$ cat config.mk
export PLATFORM = sky130hd
export DESIGN_NAME = memory_serial_issue
export DESIGN_NICKNAME = d
export VERILOG_FILES = /design/src/rtl/memory_serial_issue.sv
export SDC_FILE = /design/constraint.sdc
export NUM_CORES = 1
export LEC_CHECK = 0
export ABC_AREA = 1
export CORE_UTILIZATION = 42
export CTS_CLUSTER_SIZE = 25
export DETAILED_ROUTE_END_ITERATION = 10
export MAX_ROUTING_LAYER = met4
export PLACE_DENSITY_LB_ADDON = 0.05
export SETUP_SLACK_MARGIN = 0.02
export SLEW_MARGIN = 20
export SYNTH_ARGS = -nofsm -noshare
export SYNTH_HDL_FRONTEND = slang
export SYNTH_SLANG_ARGS = --single-unit
$ cat constraint.sdc
create_clock -name clk -period 5.42 [get_ports clk]
set_clock_uncertainty 0.15 [all_clocks]
set_input_delay 1.626 -clock clk [delete_from_list [all_inputs] [get_ports clk]]
set_output_delay 1.626 -clock clk [all_outputs]
set_load 0.05 [all_outputs]
$ cat src/rtl/memory_serial_issue.sv
// In-order memory-stage issue unit: squashes lanes at and below the first exception point, then
// issues surviving ops one at a time onto a single data bus. Optional macro: MEMORY_MISALIGN_CHECK_EN.
module memory_serial_issue #(
  parameter int LANES = 2,
  parameter int AW    = 32
) (
  input  logic                clk,
  input  logic                resetn,
  input  logic                in_valid,
  output logic                in_ready,
  input  logic [LANES-1:0]    in_op,
  input  logic [LANES-1:0]    in_load,
  input  logic [LANES-1:0]    in_store,
  input  logic [LANES-1:0]    in_unsigned,
  input  logic [2*LANES-1:0]  in_size,
  input  logic [LANES*AW-1:0] in_addr,
  input  logic [LANES*32-1:0] in_wdata,
  input  logic [LANES-1:0]    in_exc,
  input  logic                flush,
  output logic                dreq_valid,
  output logic [AW-1:0]       dreq_addr,
  output logic [1:0]          dreq_size,
  output logic [3:0]          dreq_strobe,
  output logic [31:0]         dreq_data,
  input  logic                dresp_addr_ok,
  input  logic                dresp_data_ok,
  input  logic [31:0]         dresp_data,
  output logic                out_valid,
  input  logic                out_ready,
  output logic [LANES*32-1:0] out_rdata,
  output logic [LANES-1:0]    out_squash,
  output logic [LANES-1:0]    out_adel,
  output logic [LANES-1:0]    out_ades,
  output logic                out_excp
);

  localparam int LW = (LANES > 1) ? $clog2(LANES) : 1;

  typedef enum logic [2:0] {S_IDLE, S_REQ, S_WAIT, S_DONE, S_DRAIN} state_t;

  state_t                state_q, state_d;
  logic                  drain_req_q, drain_req_d;
  logic [LANES-1:0]      pend_q, pend_d;
  logic [LANES-1:0]      squash_q, squash_d;
  logic [LANES-1:0]      adel_q, adel_d;
  logic [LANES-1:0]      ades_q, ades_d;
  logic                  excp_q, excp_d;
  logic [LANES*32-1:0]   rdata_q, rdata_d;
  logic [LANES-1:0]      load_q, load_d;
  logic [LANES-1:0]      store_q, store_d;
  logic [LANES-1:0]      uns_q, uns_d;
  logic [2*LANES-1:0]    size_q, size_d;
  logic [LANES*AW-1:0]   addr_q, addr_d;
  logic [LANES*32-1:0]   wdata_q, wdata_d;

  logic [LANES-1:0]      squash_new, adel_new, ades_new;
  logic [LANES-1:0]      pend_new, pend_left, cur_oh;
  logic [LW-1:0]         cur;
  logic [AW-1:0]         cur_addr;
  logic [1:0]            cur_size;
  logic [31:0]           cur_wdata;
  logic [31:0]           load_ext;
  logic                  complete;

  function automatic logic [LW-1:0] top_lane(input logic [LANES-1:0] m);
    top_lane = '0;
    for (int i = 0; i < LANES; i++) begin
      if (m[i]) top_lane = LW'(i);
    end
  endfunction

  // Right-justify the addressed byte/half and extend it to 32 bits.
  function automatic logic [31:0] extend_load(input logic [31:0] raw, input logic [1:0] ofs,
                                              input logic [1:0] size, input logic uns);
    logic [31:0]        sh;
    logic signed [7:0]  b;
    logic signed [15:0] h;
    sh = raw >> {ofs, 3'b000};
    b  = sh[7:0];
    h  = sh[15:0];
    case (size)
      2'd0:    extend_load = uns ? {24'd0, sh[7:0]} : 32'(b);
      2'd1:    extend_load = uns ? {16'd0, sh[15:0]} : 32'(h);
      default: extend_load = sh;
    endcase
  endfunction

  function automatic logic [3:0] store_strobe(input logic [1:0] size, input logic [1:0] ofs);
    logic [3:0] base;
    case (size)
      2'd0:    base = 4'b0001;
      2'd1:    base = 4'b0011;
      default: base = 4'b1111;
    endcase
    store_strobe = base << ofs;
  endfunction

`ifdef MEMORY_MISALIGN_CHECK_EN
  function automatic logic misaligned(input logic [1:0] size, input logic [1:0] ofs);
    if (size == 2'd1)      misaligned = ofs[0];
    else if (size >= 2'd2) misaligned = (ofs != 2'd0);
    else                   misaligned = 1'b0;
  endfunction
`endif

  // Exception point decode: everything at or below the oldest excepting lane is squashed.
  always_comb begin
    logic older;
`ifdef MEMORY_MISALIGN_CHECK_EN
    logic mis;
    mis = 1'b0;
`endif
    older      = 1'b0;
    squash_new = '0;
    adel_new   = '0;
    ades_new   = '0;
    for (int i = LANES - 1; i >= 0; i--) begin
`ifdef MEMORY_MISALIGN_CHECK_EN
      mis         = in_op[i] && misaligned(in_size[2*i +: 2], in_addr[AW*i +: 2]);
      adel_new[i] = mis && in_load[i] && !older;
      ades_new[i] = mis && in_store[i] && !older;
      older       = older | in_exc[i] | mis;
`else
      older       = older | in_exc[i];
`endif
      squash_new[i] = older;
    end
  end

  assign pend_new  = in_op & ~squash_new;
  assign cur       = top_lane(pend_q);
  assign cur_addr  = addr_q[AW*cur +: AW];
  assign cur_size  = size_q[2*cur +: 2];
  assign cur_wdata = wdata_q[32*cur +: 32];
  assign load_ext  = extend_load(dresp_data, cur_addr[1:0], cur_size, uns_q[cur]);

  always_comb begin
    cur_oh      = '0;
    cur_oh[cur] = 1'b1;
  end

  always_comb begin
    state_d     = state_q;
    drain_req_d = drain_req_q;
    pend_d      = pend_q;
    squash_d    = squash_q;
    adel_d      = adel_q;
    ades_d      = ades_q;
    excp_d      = excp_q;
    rdata_d     = rdata_q;
    load_d      = load_q;
    store_d     = store_q;
    uns_d       = uns_q;
    size_d      = size_q;
    addr_d      = addr_q;
    wdata_d     = wdata_q;
    complete    = 1'b0;
    pend_left   = pend_q & ~cur_oh;

    case (state_q)
      S_IDLE: begin
        if (!flush && in_valid) begin
          load_d   = in_load;
          store_d  = in_store;
          uns_d    = in_unsigned;
          size_d   = in_size;
          addr_d   = in_addr;
          wdata_d  = in_wdata;
          squash_d = squash_new;
          adel_d   = adel_new;
          ades_d   = ades_new;
          excp_d   = |squash_new;
          rdata_d  = '0;
          pend_d   = pend_new;
          state_d  = (|pend_new) ? S_REQ : S_DONE;
        end
      end
      S_REQ: begin
        if (flush) begin
          if (dresp_addr_ok && dresp_data_ok) begin
            state_d = S_IDLE;
          end else begin
            state_d     = S_DRAIN;
            drain_req_d = !dresp_addr_ok;
          end
        end else if (dresp_addr_ok) begin
          if (dresp_data_ok) complete = 1'b1;
          else               state_d  = S_WAIT;
        end
      end
      S_WAIT: begin
        if (flush) begin
          state_d     = dresp_data_ok ? S_IDLE : S_DRAIN;
          drain_req_d = 1'b0;
        end else if (dresp_data_ok) begin
          complete = 1'b1;
        end
      end
      S_DONE: begin
        if (flush || out_ready) state_d = S_IDLE;
      end
      S_DRAIN: begin
        // The abandoned request must still be accepted and answered before the bus is free.
        if (drain_req_q) begin
          if (dresp_addr_ok) begin
            drain_req_d = 1'b0;
            if (dresp_data_ok) state_d = S_IDLE;
          end
        end else if (dresp_data_ok) begin
          state_d = S_IDLE;
        end
      end
      default: state_d = S_IDLE;
    endcase

    if (complete) begin
      pend_d = pend_left;
      if (load_q[cur]) rdata_d[32*cur +: 32] = load_ext;
      state_d = (|pend_left) ? S_REQ : S_DONE;
    end
  end

  always_ff @(posedge clk) begin
    if (!resetn) begin
      state_q     <= S_IDLE;
      drain_req_q <= 1'b0;
      pend_q      <= '0;
      squash_q    <= '0;
      adel_q      <= '0;
      ades_q      <= '0;
      excp_q      <= 1'b0;
      rdata_q     <= '0;
    end else begin
      state_q     <= state_d;
      drain_req_q <= drain_req_d;
      pend_q      <= pend_d;
      squash_q    <= squash_d;
      adel_q      <= adel_d;
      ades_q      <= ades_d;
      excp_q      <= excp_d;
      rdata_q     <= rdata_d;
    end
    load_q  <= load_d;
    store_q <= store_d;
    uns_q   <= uns_d;
    size_q  <= size_d;
    addr_q  <= addr_d;
    wdata_q <= wdata_d;
  end

  // Bus request fields are forced to zero whenever no request is presented.
  assign in_ready    = (state_q == S_IDLE);
  assign dreq_valid  = (state_q == S_REQ) || ((state_q == S_DRAIN) && drain_req_q);
  assign dreq_addr   = dreq_valid ? cur_addr : '0;
  assign dreq_size   = dreq_valid ? cur_size : 2'd0;
  assign dreq_strobe = (dreq_valid && store_q[cur]) ? store_strobe(cur_size, cur_addr[1:0]) : 4'd0;
  assign dreq_data   = (dreq_valid && store_q[cur]) ? (cur_wdata << {cur_addr[1:0], 3'b000}) : 32'd0;
  assign out_valid   = (state_q == S_DONE);
  assign out_rdata   = rdata_q;
  assign out_squash  = squash_q;
  assign out_adel    = adel_q;
  assign out_ades    = ades_q;
  assign out_excp    = excp_q;

endmodule

==> flow_metrics.env <==
export IMPL_dieArea_sq_um=23940
export IMPL_p_clk_share_pct=29.1
export IMPL_cp_num_buf_inv=2
export IMPL_yosys_top_cells_area="edfxtp_1 42%, dfxtp_1 15%, nand2_1 13%"
export IMPL_r2r_start="pend_q[1]"
export IMPL_setup_reg_to_reg_worst_slack_ps=2010
export IMPL_syn_mean_instance_area_sq_um=8.616
export IMPL_core_rowCount=55
export IMPL_swShare_pct=35.32
export IMPL_gp_congestion=0.8975
export IMPL_track_usage_pct=25.07
export IMPL_worst_slew_pin_slew_ps=871.9
export IMPL_cpMaxStageDelayCell="dfxtp_4"
export IMPL_first_pass_iters=4
export IMPL_pin_count=325
export IMPL_numPortBuffers=320
export IMPL_dr_first_iter_drc_count=411
export IMPL_vdd_ir_drop_max_v=0.0002871
export IMPL_power_density_nw_per_um2=373.7
export IMPL_vias=8516
export IMPL_critPathMaxFanout=49
export IMPL_hold_viol_final=0
export IMPL_crit_required_ps=3640
export IMPL_postRouteAntennaNets=0
export IMPL_status="complete, no violations"
export IMPL_drc=0
export IMPL_cts_tree="yes"
export IMPL_numCtsBuffers=24
export IMPL_r2r_end="out_rdata[22]"
export IMPL_hold_buffers=0
export IMPL_drv_slew=0
export IMPL_synth_cell_type_count=34
export IMPL_antenna_found_initial=2
export IMPL_path_cells="inv_2 > nand2_1 > nand2_2 > o21ai_0 > nand2_1 > a21oi_1 > buf_12"
export IMPL_ctsRootBufferMaster="clkbuf_16"
export IMPL_crit_arrival_ps=3060
export IMPL_synth_top_cell_area_share_pct=42.30
export IMPL_hold_path_depth=2
export IMPL_cp_end_kind="primary output"
export IMPL_grt_pass1_wl_um=44940
export IMPL_clkTransAtPathRegs_ps=60
export IMPL_viasPerCell=4.841
export IMPL_grt_max_degree=66
export IMPL_critPathTopFamily="compound AO/OA/AOI/OAI gates"
export IMPL_grt_pass1_vias=8143
export IMPL_multi_input_area_sq_um=3607
export IMPL_drt_wl_total_um=29210
export IMPL_cap_viol_max_count=0
export IMPL_hold_class="reg -> reg"
export IMPL_start_kind="flip-flop"
export IMPL_yosysSeqAreaShare_pct=57.01
export IMPL_switchingPower_w=0.001877
export IMPL_intPower_w=0.003438
export IMPL_total_leakage_power_nw=5.679
export IMPL_synth_largest_area_cell="edfxtp_1"
export IMPL_cts_resized=0
export IMPL_die_x_um=154.7
export IMPL_yosys_warnings=0
export IMPL_clk_latency_ps=520
export IMPL_place_hpwl_um=20660
export IMPL_synth_ff_latch_count=210
export IMPL_ctsHtreeMaxLevel=1
export IMPL_nets=1606
export IMPL_finalSetupTns_ps=0
export IMPL_cts_setup_buffers=0
export IMPL_cts_path_max_buffers=3
export IMPL_power_frac_comb_pct=33.1
export IMPL_setup_viol=0
export IMPL_share_seq_of_total_power_pct=37.7
export IMPL_slew_limit_headroom_pct=41.67
export IMPL_hp_start="pend_q[0]"
export IMPL_start_util_pct=43.01
export IMPL_overflow=0
export IMPL_synth_area_sq_um=9797
export IMPL_synthCells=1137
export IMPL_seq_area_sq_um=5589
export IMPL_wl_per_cell_um=16.60
export IMPL_num_fill_cells=1961
export IMPL_fin_crit_ps=4836
export IMPL_syn_to_final_growth_pct=45.17
export IMPL_drive_gt1_share_pct=9.633
export IMPL_clkSinkCount=210
export IMPL_fp_coreArea_sq_um=22780
export IMPL_crit_path_max_incr_delay_ps=540
export IMPL_holdWs_ps=326.9
export IMPL_fp_dieH_um=154.7
export IMPL_rsz0062_at_grt="false"
export IMPL_finalCritPeriodShare_pct=89.23
export IMPL_r2r_cells=9
export IMPL_fmax_ghz=0.2068
export IMPL_cpMostUsedCell="nand2_1"
export IMPL_crit_type="reg -> out"
export IMPL_hold_path_endpoint="pend_q[0]"
[logic make-up after synthesis]
| logic type | Yosys count | share of synthesized area (%) |
|---|---|---|
| buffers and inverters | 129 | 6.360 |
| muxes | 9 | 0.9196 |
| other | 1 | 0.03828 |
| AOI/OAI and AO/OA | 165 | 8.736 |
| DFF | 210 | 57.01 |
| and+or+nand+nor | 623 | 26.94 |
[registers in the layout, indices dropped and copies added (netlist names), 3 cells and up]
| signal | count |
|---|---|
| wdata_q | 64 |
| addr_q | 64 |
| state_q | 3 |
| size_q | 4 |
| out_rdata | 64 |
[layout make-up]
cell class / instances / share of cell area, %
clock inverters: 7 / 0.2023
multi-input cells: 801 / 25.36
well taps: 313 / 2.754
diodes: 3 / 0.05278
flip-flops and latches: 210 / 39.30
repair buffers: 333 / 25.78
inverters: 55 / 1.478
clock buffers: 37 / 5.076
[placed cells by master (no fill, tap or decap), drive strengths merged]
cell	Yosys	final
a211oi	1	1
a21oi	88	88
and2	1	1
buf	56	51
clkbuf	18	37
clkdlybuf4s50	0	282
clkinv	2	9
clkinvlp	0	1
conb	1	4
dfxtp	72	72
diode	0	3
edfxtp	138	138
inv	53	52
mux2i	9	9
nand2	382	382
nand3	86	86
nand4	1	1
nor2	142	142
nor3	3	3
nor3b	1	1
o211ai	5	5
o21ai	71	71
or2	7	7
[through the flow]
| step | instance area, sq um | setup slack, ps | instances | utilization (%) | power [W] |
|---|---|---|---|---|---|
| CTS | 14210 | 553.6 | 1756 | 62.41 | 0.005361 |
| floorplan | 9812 | 772.2 | 1140 | - | 0.003150 |
| detailed placement | 13460 | 1131 | 1712 | 59.11 | 0.003807 |
| finish | 14220 | 583.8 | 1759 | 62.44 | 0.005315 |
| global route | 14220 | 305.9 | 1758 | 62.43 | 0.005562 |
| global placement | 13460 | 1161 | 1712 | 59.11 | 0.003796 |
[worst reg2reg max path: cells and delay by family, from the launching register on]
kind            cells  cell delay, ps
compound gates      1             710
buf+inv             3             870
simple gates        5            1030
flops               1             540
[synthesized netlist by cell type]
master and n:
nand2_4 4, o21ai_0 69, buf_1 2, clkinv_1 2, inv_2 5, o21ai_4 1, nor3_4 1, dfxtp_1 72
nor2_2 3, o211ai_1 5, nor3_1 2, mux2i_1 9, nand3_1 82, nand2_2 25, nor2_4 1, edfxtp_1 138
or2_2 7, nand2_1 352, nor3b_1 1, buf_4 11, o21ai_2 1, inv_1 48, buf_2 36, nand3_2 3
buf_6 7, a21oi_1 88, conb_1 1, nand3_4 1, nand4_1 1, clkbuf_1 18, a211oi_1 1, and2_1 1
nor2_1 138, nand2_8 1
[power by group through the flow]
stage	registers, W	logic [W]	clock network [W]
finish	0.00200	0.00176	0.00155
global route	0.00202	0.00189	0.00165
CTS	0.00201	0.00178	0.00158
detailed placement	0.00204	0.00177	0
global placement	0.00203	0.00177	0
floorplan	0.00212	0.00103	0
[how the worst max path moves through the flow]
stage               cells after the start  startpoint  slack [ps]            end
detailed placement                      7   pend_q[1]        1130  dreq_data[29]
global placement                        7   pend_q[1]        1160  dreq_data[27]
floorplan                               6       flush         770  out_squash[0]
CTS                                     7   pend_q[1]         550  dreq_data[29]
finish                                  7   pend_q[1]         580  dreq_data[29]
global route                           10  state_q[0]         310   dreq_data[3]
[metal layers]
metal / GRT usage (%) / up-vias / share of wire, %
met3: 6.669 / 40 / 7.9
met1: 29.00 / 3899 / 39
met2: 42.88 / 273 / 51
met4: 6.836 / 0 / 2.3
met5: - / - / 0
li1: - / 4304 / -
Power figures use the tool's default switching activity.
